**config.mk**
```make
export PLATFORM = sky130hd
export DESIGN_NAME = vn_extractor
export DESIGN_NICKNAME = d
export VERILOG_FILES = /design/src/rtl/vn_extractor.sv
export SDC_FILE = /design/constraint.sdc
export NUM_CORES = 1
export LEC_CHECK = 0
export BUFFER_PORTS_ARGS = -buffer_cell sky130_fd_sc_hd__buf_2
export CORE_UTILIZATION = 24
export CTS_CLUSTER_DIAMETER = 60
export CTS_CLUSTER_SIZE = 20
export DETAILED_ROUTE_END_ITERATION = 7
export PLACE_DENSITY_LB_ADDON = 0.15
export SETUP_SLACK_MARGIN = 0.5
export SYNTH_ARGS = -nofsm -noshare
export SYNTH_HDL_FRONTEND = slang
export SYNTH_SLANG_ARGS = --single-unit
```
**constraint.sdc**
```tcl
create_clock -name clk -period 7.4 [get_ports clk]
set_input_delay 0.37 -clock clk [delete_from_list [all_inputs] [get_ports clk]]
set_output_delay 0.37 -clock clk [all_outputs]
set_load 0.05 [all_outputs]
```
**src/rtl/vn_extractor.sv**
```systemverilog
// Optional decimation, von Neumann debiasing and a repetition-count health test on a raw entropy bit stream.
// Latency: bit_valid one cycle after the edge accepting the second sample of an unequal pair; no back-pressure.
// Backpressure: none; downstream must take every strobe. Accepts nothing while disabled or after a health failure.
module vn_extractor #(
    parameter int DECIM     = 1,
    parameter int REP_LIMIT = 16,
    parameter int CNT_W     = 16
) (
    input  logic             clk,
    input  logic             reset,
    input  logic             raw_bit,
    input  logic             raw_valid,
    input  logic             enable,
    output logic             bit_out,
    output logic             bit_valid,
    output logic             health_fail,
    output logic [CNT_W-1:0] emitted_count
);

    typedef enum logic {IDLE, HAVE_A} state_t;

    localparam logic [7:0] DEC_LAST = 8'(DECIM - 1);
    localparam logic [7:0] REP_MAX  = 8'(REP_LIMIT);

    state_t     state_q, state_d;
    logic [7:0] dec_cnt;
    logic [7:0] run_cnt;
    logic [7:0] run_d;
    logic       last_smp;
    logic       a_smp;
    logic       accept;
    logic       used;
    logic       emit;
    logic       fail_now;

    always_comb begin
        accept   = raw_valid & enable & ~health_fail;
        used     = accept && (dec_cnt == DEC_LAST);
        run_d    = (raw_bit == last_smp) ? run_cnt + 8'd1 : 8'd1;
        fail_now = used && (run_d == REP_MAX);
        emit     = 1'b0;
        state_d  = state_q;
        if (!enable || health_fail) begin
            state_d = IDLE;
        end else if (used) begin
            if (state_q == IDLE) begin
                state_d = fail_now ? IDLE : HAVE_A;
            end else begin
                state_d = IDLE;
                // A failing sample repeats the stored half, so it can never emit anyway.
                emit    = (raw_bit != a_smp) && !fail_now;
            end
        end
    end

    always_ff @(posedge clk) begin
        if (reset) begin
            state_q       <= IDLE;
            dec_cnt       <= 8'd0;
            run_cnt       <= 8'd0;
            last_smp      <= 1'b0;
            a_smp         <= 1'b0;
            bit_out       <= 1'b0;
            bit_valid     <= 1'b0;
            health_fail   <= 1'b0;
            emitted_count <= '0;
        end else begin
            state_q   <= state_d;
            bit_valid <= emit;
            if (emit) begin
                bit_out <= a_smp;
                if (emitted_count != '1)
                    emitted_count <= emitted_count + CNT_W'(1);
            end
            if (!enable)
                dec_cnt <= 8'd0;
            else if (accept)
                dec_cnt <= used ? 8'd0 : dec_cnt + 8'd1;
            // run_cnt starts at 0, so the first used sample lands on 1 whatever last_smp holds.
            if (used) begin
                run_cnt  <= run_d;
                last_smp <= raw_bit;
                if (state_q == IDLE)
                    a_smp <= raw_bit;
            end
            if (fail_now)
                health_fail <= 1'b1;
        end
    end

endmodule

```
* Word level (Yosys, flattened, before mapping)
Index checks and enable logic that the tools add are counted.
** Storage, ports and cells
- Flip-flop bits (word level) :: 38
- Word-level logic and storage cells :: 39
** Cells by class
- $add $sub $neg :: 3
- Equal/unequal tests :: 4
- Muxes and demuxes :: 7
- Bitwise operators :: 5
- Reduce and logical (&&, ||, !) cells :: 11
** Operators by type and width (number)
- adder 16 x 1 -> 16 bit (second input constant) :: 1
- adder 8 x 1 -> 8 bit (second input constant) :: 2
- two-way mux 8 bit :: 2
- != test 16 bit (second input constant) :: 1
- == test 8 x 5 -> 1 bit (second input constant) :: 1
- zero test 8 bit :: 1
- two-way mux 1 bit :: 5
- AND reduction 2 bit :: 2
- OR reduction 2 bit :: 2
- logical AND 1 bit :: 3
- NOT 1 bit :: 3
- bitwise AND 1 bit :: 2
- zero test 1 bit :: 2
- == test 1 bit :: 1
- logical OR 1 bit :: 1
- != test 1 bit :: 1

* Longest topological paths before layout
- Depth in word-level cells :: 10
- Depth in mapped cells :: 10

* Worst setup path after synthesis
No wires, ideal clock.
- Path kind :: reg-to-reg
- Start :: reg run_cnt[0]
- End :: reg emitted_count[13]
- Library setup time :: 0.123 ns
- Arrival time :: 2.402 ns
- Data required time :: 7.277 ns
- Path slack :: 4.875 ns
- Cell stages (with the launch flop) :: 10
- Path buffers :: 2
- Period minus slack after synthesis :: 2.525 ns
- Cells stage by stage :: dfxtp_1 > ha_1 > clkbuf_1 > nand2_1 > mux2_2 > o2111a_1 > and4_4 > buf_6 > or4b_1 > mux2_1
** On the way
- Longest elaborated chain between the ends :: 10
** Ends and longest elaborated chain
- from (decl) :: line 27 : logic [7:0] run_cnt;
- from (signal assigned) :: line 81 : run_cnt <= run_d;
- adder 8 x 1 -> 8 bit :: line 39 : run_d = (raw_bit == last_smp) ? run_cnt + 8'd1 : 8'd1;
- two-way mux 8 bit :: line 39
- == test 8 x 5 -> 1 bit :: line 40 : fail_now = used && (run_d == REP_MAX);
- logical AND 1 bit :: line 40
- zero test 1 bit :: line 51 : emit = (raw_bit != a_smp) && !fail_now;
- logical AND 1 bit :: line 51
- two-way mux 1 bit :: line 46 : if (state_q == IDLE) begin
- two-way mux 1 bit :: line 45 : end else if (used) begin
- two-way mux 1 bit :: line 43 : if (!enable || health_fail) begin
- AND reduction 2 bit (no source line)
- to (signal assigned) :: line 73 : emitted_count <= emitted_count + CNT_W'(1);
- to (decl) :: line 17 : output logic [CNT_W-1:0] emitted_count
Every way passes these cells.
A chain may end at the register's enable or synchronous reset.

* Worst setup path in the final report
- Start :: reg dec_cnt[0]
- End :: reg emitted_count[13]
** On the way
- Longest elaborated chain between the ends :: 9
** Ends and longest elaborated chain
- from (decl) :: line 26 : logic [7:0] dec_cnt;
- from (signal assigned) :: line 78 : dec_cnt <= used ? 8'd0 : dec_cnt + 8'd1;
- zero test 8 bit * :: line 38 : used = accept && (dec_cnt == DEC_LAST);
- logical AND 1 bit * :: line 38
- logical AND 1 bit :: line 40
- zero test 1 bit :: line 51
- logical AND 1 bit :: line 51
- two-way mux 1 bit :: line 46
- two-way mux 1 bit * :: line 45
- two-way mux 1 bit * :: line 43
- AND reduction 2 bit (no source line) *
Every way passes the cells marked *; elsewhere a longest branch is shown, timed or not.

==> results.py <==
metrics = {
    "global_routing": {
        "use_met3_pct": 2.832,
        "grtUsageMet1_pct": 16.18,
        "use_met2_pct": 18.31,
        "grt-ovfl-total": 0,
        "busiest_layer": "met2",
        "grt_pass1_vias": 1713,
        "grt_pass1_wl_um": 8293,
        "antenna_found_initial": 0,
        "grt_max_degree": 41,
        "grt_use_total_pct": 11.88,
    },
    "critical_path": {
        "path_cells": "inv_1 > ha_1 > nor4b_1 > nand3_1 > nor2_1 > nand2_1 > or4b_1 > mux2_1",
        "reg2reg_depth": 8,
        "critical_path.startpoint": "dec_cnt[0]$_SDFFE_PP0P_",
        "cp-start-kind": "flip-flop",
        "crit_arrival_ps": 3300,
        "slowest_delay_ps": 610,
        "end_kind": "flip-flop",
        "setup.worst_path.class": "reg -> reg",
        "cp.required_ps": 7580,
        "slowest_stage": "nand3_1",
        "crit_fanout": 22,
        "timing.rr.start": "dec_cnt[0]$_SDFFE_PP0P_",
    },
    "sta": {
        "max_freq_mhz": 321.1,
        "setup_violations": 0,
        "fin_crit_sh_pct": 42.09,
        "fin_crit_ps": 3115,
        "hold_violations": 0,
        "fin_ws_ps": 4285,
        "tns_ps": 0,
        "maxSlewViolCount": 0,
        "max_slew_margin_pct": 48.26,
        "worstMarginPinSlew_ps": 774.0,
        "rsz0062_at_grt": "false",
        "fin_skew_ps": 9.996,
    },
    "clocking": {
        "cts_tree": "done",
        "cts.clk_slew.worst_paths_ps": 80,
        "cts.htree.levels": 2,
        "root_buffer": "clkbuf_8",
        "numCtsBuffers": 5,
        "cts.repair.resized": 0,
        "cts.hold.buffers_added": 0,
        "postCtsSetupBuffers": 0,
        "cts_sinks": 38,
        "worstSkewPairLatency_ps": 290,
        "clock_path_buffers": 2,
    },
    "synthesis": {
        "netlist_area_um2": 2022,
        "async_flop_share_pct": 0,
        "synth_warnings": 0,
        "yosysUniqueCellTypes": 42,
        "synth_ff_type": "dfxtp_1",
        "synth_cells": 251,
        "avgSynthCellArea_um2": 8.056,
        "ys_seq_area_share_pct": 37.62,
        "syn_nets": 260,
        "synth_edf_count": 0,
        "yosys_register_bits": 38,
    },
    "drt": {
        "num_vias": 1778,
        "postRouteWirelength_um": 4707,
        "ant_nets": 0,
        "detail_route.vias_per_cell": 4.741,
        "wire_per_inst_um": 12.55,
        "drt_first_pass_iters": 4,
        "drt-initial-drc-count": 83,
        "drc": 0,
    },
    "layout": {
        "area_growth_pct": 14.05,
        "layout-drive-gt1-share_pct": 14.44,
        "layout_commonest_cell": "dfxtp_1",
        "final_cell_mix": "dfxtp_1 (38), nor2_1 (27), buf_2 (23)",
        "n_antenna_cell": 0,
        "nets": 278,
    },
    "hold_path": {
        "min_path_type": "in -> reg",
        "min_from": "enable",
        "hold_path_depth": 3,
    },
    "pwr": {
        "total_power_mw": 0.3750,
        "cellLeakagePower_nw": 0.8288,
        "vdd_drop_max_mv": 0.05577,
        "power_density_nw_per_um2": 162.6,
    },
    "placed_design": {
        "place_ws_ps": 4236,
        "port_buffers": 23,
        "hpwl_um": 3190,
        "place_congestion": 0.7546,
    },
    "floorplan": {
        "die_y_um": 93.79,
        "fp.coreArea_um2": 8175,
        "die_area_um2": 8796,
        "rows": 33,
        "initial_core_util_pct": 24.73,
        "die_w_um": 93.79,
        "io_pins": 24,
    },
    "status": {
        "status": "finished, final reports clean",
    },
    "flow_run": {
        "drv_cap": 0,
    },
}
-- worst max-delay path, delay by kind of cell (launching register included) --
| kind | cells | cell delay [ps] |
|---|---|---|
| AND/OR/NAND/NOR | 5 | 2140 |
| adder cells (fa/ha/maj) | 1 | 130 |
| multiplexers | 1 | 310 |
| buffers and inverters | 1 | 70 |
| flip-flops | 1 | 330 |
-- cell type report --
| type | instances | area [µm²] |
|---|---|---|
| Clock buffer | 7 | 86.33 |
| Clock inverter | 1 | 5.005 |
| Fill cell | 908 | 5869 |
| Inverter | 8 | 30.03 |
| Multi-Input combinational cell | 193 | 1177 |
| Sequential cell | 38 | 760.7 |
| Tap cell | 105 | 131.4 |
| Timing Repair Buffer | 23 | 115.1 |
-- cell usage after synthesis (all sizes together), types with 4 or more instances --
cell type | number | share of area, %
a21oi | 19 | 4.7
and3 | 5 | 1.5
clkbuf | 10 | 1.9
dfxtp | 38 | 38
ha | 4 | 2.5
inv | 8 | 1.5
mux2 | 8 | 4.5
nand2 | 19 | 3.5
nand2b | 8 | 2.5
nand3 | 17 | 4.2
nand4 | 6 | 1.9
nor2 | 27 | 5.0
nor2b | 7 | 2.2
nor3 | 11 | 2.7
nor4 | 4 | 1.2
o21ai | 10 | 2.5
or3 | 7 | 2.2
xnor2 | 4 | 1.7
xor2 | 5 | 2.2
-- cell families after synthesis --
family / count (synthesis) / share of synthesized area [%]
AND/OR/NAND/NOR: 127 / 33.60
AO/OA/AOI/OAI: 42 / 12.31
flip-flops: 38 / 37.62
buffers and inverters: 20 / 4.146
multiplexers: 11 / 5.941
XOR/XNOR: 9 / 3.898
adder cells (fa/ha/maj): 4 / 2.475
-- sequential cells by signal (all words and copies together), names as in the netlist --
register       count
a_smp              1
bit_out            1
run_cnt            8
emitted_count     16
last_smp           1
state_q            1
bit_valid          1
health_fail        1
dec_cnt            8
-- worst paths after layout --
kind / end / slack (ps)
setup reg to reg: emitted_count[13]$_SDFFE_PP0P_ / 4290
hold / removal: state_q$_SDFFE_PP0N_ / 370
setup / recovery: emitted_count[13]$_SDFFE_PP0P_ / 4290
hold reg to reg: last_smp$_SDFFE_PP0N_ / 470
-- per-layer routing --
layer / vias to the layer above / share of wire [%]
met5: - / 0
met4: 0 / 0.96
met3: 4 / 2.7
met2: 19 / 44
met1: 823 / 53
li1: 932 / -
-- report_power, final --
part | total (mW) | internal [mW] | leakage [nW] | switching [mW]
Sequential | 0.208 | 0.206 | 0.307 | 0.00183
Combinational | 0.0195 | 0.00614 | 0.474 | 0.0134
Clock | 0.148 | 0.0752 | 0.0482 | 0.0727
Total | 0.375 | 0.287 | 0.829 | 0.0879
-- stage by stage --
step	hold slack [ps]	area, µm²	std cells	utilization, %
3_3_place_gp	451.3	2215	367	27.09
5_1_grt	391.6	2306	375	28.21
3_5_place_dp	460.9	2215	367	27.09
6_report	366.7	2306	375	28.21
2_1_floorplan	443.3	2022	251	-
4_1_cts	363.4	2306	375	28.21
Note: power is estimated with default switching activity, not from simulation.
